File: src/rtl/inst_exec_block.sv
// rtl/inst_exec_block.sv - multicycle decode/execute/writeback datapath driven by the fetch block's phase code
// Optional macro INST_EXEC_DBG_EN adds a combinational register-file debug read port.
module inst_exec_block #(
    parameter int ZERO_R0 = 1
) (
    input  logic        CLK,
    input  logic        RST,
    input  logic [2:0]  ESTADO,
    input  logic [31:0] IR,
    input  logic [15:0] NPC,
`ifdef INST_EXEC_DBG_EN
    input  logic [2:0]  DBG_ADDR,
    output logic [15:0] DBG_DATA,
`endif
    output logic [15:0] ULA,
    output logic        COND,
    output logic        SEQ_ERR
);

    localparam logic [2:0] PH_IF  = 3'd0;
    localparam logic [2:0] PH_ID  = 3'd1;
    localparam logic [2:0] PH_EX  = 3'd2;
    localparam logic [2:0] PH_MEM = 3'd3;
    localparam logic [2:0] PH_WB  = 3'd4;

    localparam logic [5:0] OP_ADD  = 6'd1;
    localparam logic [5:0] OP_SUB  = 6'd2;
    localparam logic [5:0] OP_AND  = 6'd3;
    localparam logic [5:0] OP_OR   = 6'd4;
    localparam logic [5:0] OP_ADDI = 6'd5;
    localparam logic [5:0] OP_BEQZ = 6'd6;
    localparam logic [5:0] OP_BNEZ = 6'd7;
    localparam logic [5:0] OP_J    = 6'd8;

    logic [15:0] regs [8];
    logic [2:0]  phase;
    logic [5:0]  op_q;
    logic [2:0]  rt_q;
    logic [2:0]  rd_q;
    logic [15:0] imm_q;
    logic [15:0] npc_q;
    logic [15:0] a_q;
    logic [15:0] b_q;

    logic [15:0] rs_val;
    logic [15:0] rt_val;
    logic [15:0] ex_ula;
    logic        ex_cond;
    logic        wb_en;
    logic [2:0]  wb_addr;
    logic        unused_ir;

    // Reserved IR bits between the register fields carry no meaning
    assign unused_ir = ^{IR[25:24], IR[20:19], PH_MEM};

    always_comb begin
        rs_val = regs[IR[23:21]];
        rt_val = regs[IR[18:16]];
        if (ZERO_R0 != 0 && IR[23:21] == 3'd0) rs_val = 16'd0;
        if (ZERO_R0 != 0 && IR[18:16] == 3'd0) rt_val = 16'd0;
    end

    always_comb begin
        ex_ula  = ULA;
        ex_cond = 1'b0;
        case (op_q)
            OP_ADD:  ex_ula = a_q + b_q;
            OP_SUB:  ex_ula = a_q - b_q;
            OP_AND:  ex_ula = a_q & b_q;
            OP_OR:   ex_ula = a_q | b_q;
            OP_ADDI: ex_ula = a_q + imm_q;
            OP_BEQZ: begin
                ex_ula  = npc_q + imm_q;
                ex_cond = (a_q == 16'd0);
            end
            OP_BNEZ: begin
                ex_ula  = npc_q + imm_q;
                ex_cond = (a_q != 16'd0);
            end
            OP_J: begin
                ex_ula  = npc_q + imm_q;
                ex_cond = 1'b1;
            end
            default: ;
        endcase
    end

    always_comb begin
        wb_en   = 1'b0;
        wb_addr = rd_q;
        if (op_q >= OP_ADD && op_q <= OP_OR) begin
            wb_en = 1'b1;
        end else if (op_q == OP_ADDI) begin
            wb_en   = 1'b1;
            wb_addr = rt_q;
        end
        if (ZERO_R0 != 0 && wb_addr == 3'd0) wb_en = 1'b0;
    end

    always_ff @(posedge CLK or negedge RST) begin
        if (!RST) begin
            phase   <= PH_IF;
            SEQ_ERR <= 1'b0;
            ULA     <= 16'd0;
            COND    <= 1'b0;
            op_q    <= 6'd0;
            rt_q    <= 3'd0;
            rd_q    <= 3'd0;
            imm_q   <= 16'd0;
            npc_q   <= 16'd0;
            a_q     <= 16'd0;
            b_q     <= 16'd0;
            for (int i = 0; i < 8; i++) regs[i] <= 16'd0;
        end else if (ESTADO > PH_WB) begin
            SEQ_ERR <= 1'b1;
            phase   <= PH_IF;
        end else begin
            if (ESTADO != phase) SEQ_ERR <= 1'b1;
            // Tracker follows whatever phase arrived, so a single glitch flags once
            phase <= (ESTADO == PH_WB) ? PH_IF : ESTADO + 3'd1;
            case (ESTADO)
                PH_ID: begin
                    op_q  <= IR[31:26];
                    rt_q  <= IR[18:16];
                    rd_q  <= IR[13:11];
                    imm_q <= IR[15:0];
                    npc_q <= NPC;
                    a_q   <= rs_val;
                    b_q   <= rt_val;
                    COND  <= 1'b0;
                end
                PH_EX: begin
                    ULA  <= ex_ula;
                    COND <= ex_cond;
                end
                PH_WB: if (wb_en) regs[wb_addr] <= ULA;
                default: ;
            endcase
        end
    end

`ifdef INST_EXEC_DBG_EN
    assign DBG_DATA = (ZERO_R0 != 0 && DBG_ADDR == 3'd0) ? 16'd0 : regs[DBG_ADDR];
`endif

endmodule
File: config.mk
export PLATFORM = sky130hd
export DESIGN_NAME = inst_exec_block
export DESIGN_NICKNAME = d
export VERILOG_FILES = /design/src/rtl/inst_exec_block.sv
export SDC_FILE = /design/constraint.sdc
export NUM_CORES = 1
export LEC_CHECK = 0
export CELL_PAD_IN_SITES_DETAIL_PLACEMENT = 0
export CELL_PAD_IN_SITES_GLOBAL_PLACEMENT = 1
export CORE_ASPECT_RATIO = 1.75
export CORE_UTILIZATION = 50
export CTS_CLUSTER_SIZE = 12
export DETAILED_ROUTE_END_ITERATION = 12
export HOLD_SLACK_MARGIN = 0.08
export PLACE_DENSITY = 0.86
export SLEW_MARGIN = 40
export SYNTH_ARGS = -nofsm -noshare
export SYNTH_HDL_FRONTEND = slang
export SYNTH_SLANG_ARGS = --single-unit
File: constraint.sdc
create_clock -name CLK -period 9.1 [get_ports CLK]
set_input_delay 1.365 -clock CLK [delete_from_list [all_inputs] [get_ports CLK]]
set_output_delay 1.365 -clock CLK [all_outputs]
set_load 0.1 [all_outputs]
==> impl_metrics.yaml <==
grt:
  grt_usage: 0.2555
  grt_use_met2: 0.4549
  met3_usage: 0.02241
  grt_pass1_vias: 9304
  grt_pass1_wl_um: 50110
  grt_overflow: 0
  grt_max_degree: 80
  grtUsageMet1: 0.3006
  antenna_found_initial: 0
  grt_busiest_layer: "met2"
routing:
  ant_nets: 0
  drtPass1Iterations: 5
  drc_errors: 0
  vias_per_cell: 5.958
  drt_wl_total_um: 32170
  drtIter0Drc: 687
  post_drt_wl_per_cell_um: 20.94
  via_count: 9151
critical_path:
  cp_max_fo: 16
  worstRegToRegCells: 13
  cp.depth: 13
  crit_path_cell_trace: "nor4b_4 > o21ai_4 > mux2_2 > ha_1 > inv_1 > fa_1 > nor2b_1 > o21bai_1 > a21oi_1 > o21ai_0 > xnor2_1 > a221oi_1 > nor2_1"
  end_kind: "flop"
  max_stage_delay_ns: 0.55
  worstSetupStartpointType: "flop"
  cp_top_family: "compound AO/OA/AOI/OAI gates"
  worstPathRequired_ns: 9.49
  slowest_stage: "dfrtp_1"
  crit_arrival_ns: 4.16
  path_class: "flop to flop"
  crit_buf_inv: 1
clock_network:
  cts_max_path_buffers: 3
  post-cts-setup-buffers: 0
  clk_pin_slew_ns: 0.06
  cts_sinks: 206
  cts_tree: "yes"
  htreeDepth: 1
  ctsRootBufferMaster: "clkbuf_16"
  cts_hold_buf: 0
  cts_buffers: 21
  cts_resized: 0
  insertion_delay_ns: 0.50
placed_design:
  portBuffers: 66
  gp_congestion: 0.8865
  dp_hpwl_um: 22130
  placed_cells: 1507
synthesis:
  ys_warn_count: 0
  syn_nets: 1277
  ys_async_sr_fraction: 1.000
  synth_compound_area_frac: 0.1302
  netlist_area_um2: 12510
  synth_cells: 1181
  synth_xor_area_frac: 0.03011
  yosys.area_share.simple: 0.1253
  synth_edf_count: 0
  ys.flop_type: "dfrtp_1"
  ys_seq_elements: 206
  synth_top_family_by_area: "multiplexers"
  yosysTopAreaCellShare: 0.4122
  syn_avg_cell_area_um2: 10.59
  synthTopCellsByArea: "dfrtp_1 (41%), mux2_2 (7.9%), mux2_4 (7.2%)"
  ys_seq_area_frac: 0.4122
  synthMuxAreaShare: 0.2219
  synthAdderAreaFrac: 0.04422
  synth_cell_types: 70
  yosysTopAreaCell: "dfrtp_1"
cells_and_area:
  syn_to_final_growth_pct: 10.56
  fin_cells: 1536
  n_antenna_cell: 0
  layout.nets: 1315
  drive_gt1_frac: 0.2124
power:
  p_leak_nw: 6.560
  power.density_nw_per_um2: 225.0
  ir_drop_uv: 146.6
hold_path:
  worst_hold_path_type: "flop to flop"
  holdPathStages: 2
die:
  start_util: 0.5078
  die_h_um: 211.2
  rows: 76
  die_w_um: 121.6
  core_um2: 24630
  pin_count: 71
  die_area_um2: 25680
sta:
  max_freq_mhz: 264.8
  holdWs_ns: 0.4773
  slew_viol_final: 0
  finalHoldViolCount: 0
  setup_viol: 0
  skew_ns: 0.007099
  max_slew.worst_pin.slew_ns: 0.7400
  tns_ns: 0
  fin_crit_sh: 0.4149
  slew_headroom: 0.5067
  rsz0062_at_grt: "false"
  min_period_ns: 3.776
job:
  drv_cap: 0
run_status:
  outcome: "finished, final reports clean"
-- Yosys cell counts (4+ instances only) --
master    number
o21ai_1        5
a21o_1        17
xor2_1         7
mux2_2        88
nor2b_1       12
a22oi_1       31
o21bai_1       4
o21ai_0       61
nand4_1        5
nand2b_1       7
xnor2_1       36
inv_1         24
mux4_2        24
buf_2         11
o221ai_1       6
nor3_1        13
clkbuf_1      37
buf_6          7
a221oi_1      10
o21a_1         6
buf_1         10
nor2_1        70
mux2_1        10
mux2_4        60
dfrtp_1      206
nor4_1         6
mux2i_1       23
a221o_1        5
o31ai_1        5
a31oi_1        7
nand3b_1       5
a211oi_1       7
ha_1          41
nand3_1        8
nand2_1      181
a21oi_1       74
-- through the flow --
step	power, mW	utilization	setup WS [ns]	cell area (µm²)
3_3_place_gp	2.358	0.5412	5.116	13330
4_1_cts	3.125	0.5609	5.063	13810
3_5_place_dp	2.347	0.5380	5.056	13250
5_1_grt	3.267	0.5615	5.059	13830
6_report	3.111	0.5615	5.324	13830
2_1_floorplan	2.055	-	5.762	12510
-- registers in the layout, indices dropped and copies added (netlist names) --
register  flops
COND          1
SEQ_ERR       1
ULA          16
a_q          16
b_q          16
imm_q        14
npc_q        16
op_q          6
phase         3
rd_q          2
regs        112
rt_q          3
-- cell usage in the layout (no fill, tap or decap), types with 5 or more instances in the layout --
| cell | count |
|---|---|
| nor2b_1 | 10 |
| mux2i_1 | 23 |
| nor2_1 | 70 |
| clkdlybuf4s50_1 | 45 |
| o21ai_0 | 61 |
| nand4_1 | 5 |
| mux4_2 | 24 |
| a22oi_1 | 31 |
| nand3b_1 | 5 |
| nand2b_1 | 6 |
| nor4_1 | 6 |
| a211oi_1 | 7 |
| a31oi_1 | 7 |
| buf_2 | 20 |
| mux2_2 | 88 |
| o221ai_1 | 6 |
| xnor2_1 | 36 |
| clkbuf_1 | 5 |
| a21o_1 | 17 |
| o21ai_1 | 5 |
| clkbuf_16 | 21 |
| inv_1 | 24 |
| o31ai_1 | 5 |
| a221oi_1 | 10 |
| o21a_1 | 5 |
| mux2_4 | 60 |
| xor2_1 | 7 |
| nand3_1 | 8 |
| a221o_1 | 5 |
| a21oi_1 | 74 |
| nand2_1 | 181 |
| mux2_1 | 10 |
| ha_1 | 41 |
| nor3_1 | 13 |
| dfrtp_1 | 206 |
| buf_4 | 17 |
-- worst register-to-register path: stages, from the launching register on --
cell and delay, ns:
dfrtp_1 0.55, nor4b_4 0.54, o21ai_4 0.24, mux2_2 0.29, ha_1 0.16, inv_1 0.06
fa_1 0.41, nor2b_1 0.18, o21bai_1 0.11, a21oi_1 0.40, o21ai_0 0.21, xnor2_1 0.17
a221oi_1 0.28, nor2_1 0.07
-- final cells by class --
class,instances,area [µm²]
clock inverters,1,5.005
clock buffers,27,558.0
inverters,24,90.09
multi-input cells,882,6927
well taps,312,390.4
fillers,2190,10800
repair buffers,84,703.2
flip-flops and latches,206,5155
-- metal layers --
| metal | up-vias | routed length [µm] | part of all wire |
|---|---|---|---|
| li1 | 4301 | - | - |
| met1 | 4547 | 12740 | 0.40 |
| met2 | 228 | 16510 | 0.51 |
| met3 | 75 | 1290 | 0.040 |
| met4 | 0 | 1621 | 0.050 |
| met5 | - | 0 | 0 |
-- worst paths after layout --
check / start / end / slack, ns
max: op_q[0] / ULA[12] / 5.32
min: npc_q[10] / npc_q[10] / 0.48
max reg2reg: op_q[0] / ULA[12] / 5.32
min reg2reg: npc_q[10] / npc_q[10] / 0.48
max in group asynchronous: RST / regs[106] / 6.41
min in group asynchronous: RST / phase[2] / 0.89
-- power by group --
part	switching, mW	total [mW]	internal (mW)
clock	0.345	0.769	0.424
combinational	0.631	1.03	0.400
sequential	0.237	1.31	1.07
total	1.21	3.11	1.90
-- kinds of logic after synthesis --
kind of cell    after synthesis
compound gates              255
xor+xnor                     43
fa+ha+maj                    43
buf+inv                      93
flops                       206
mux                         205
simple gates                336
No activity file was read; power rests on OpenSTA's default activity.
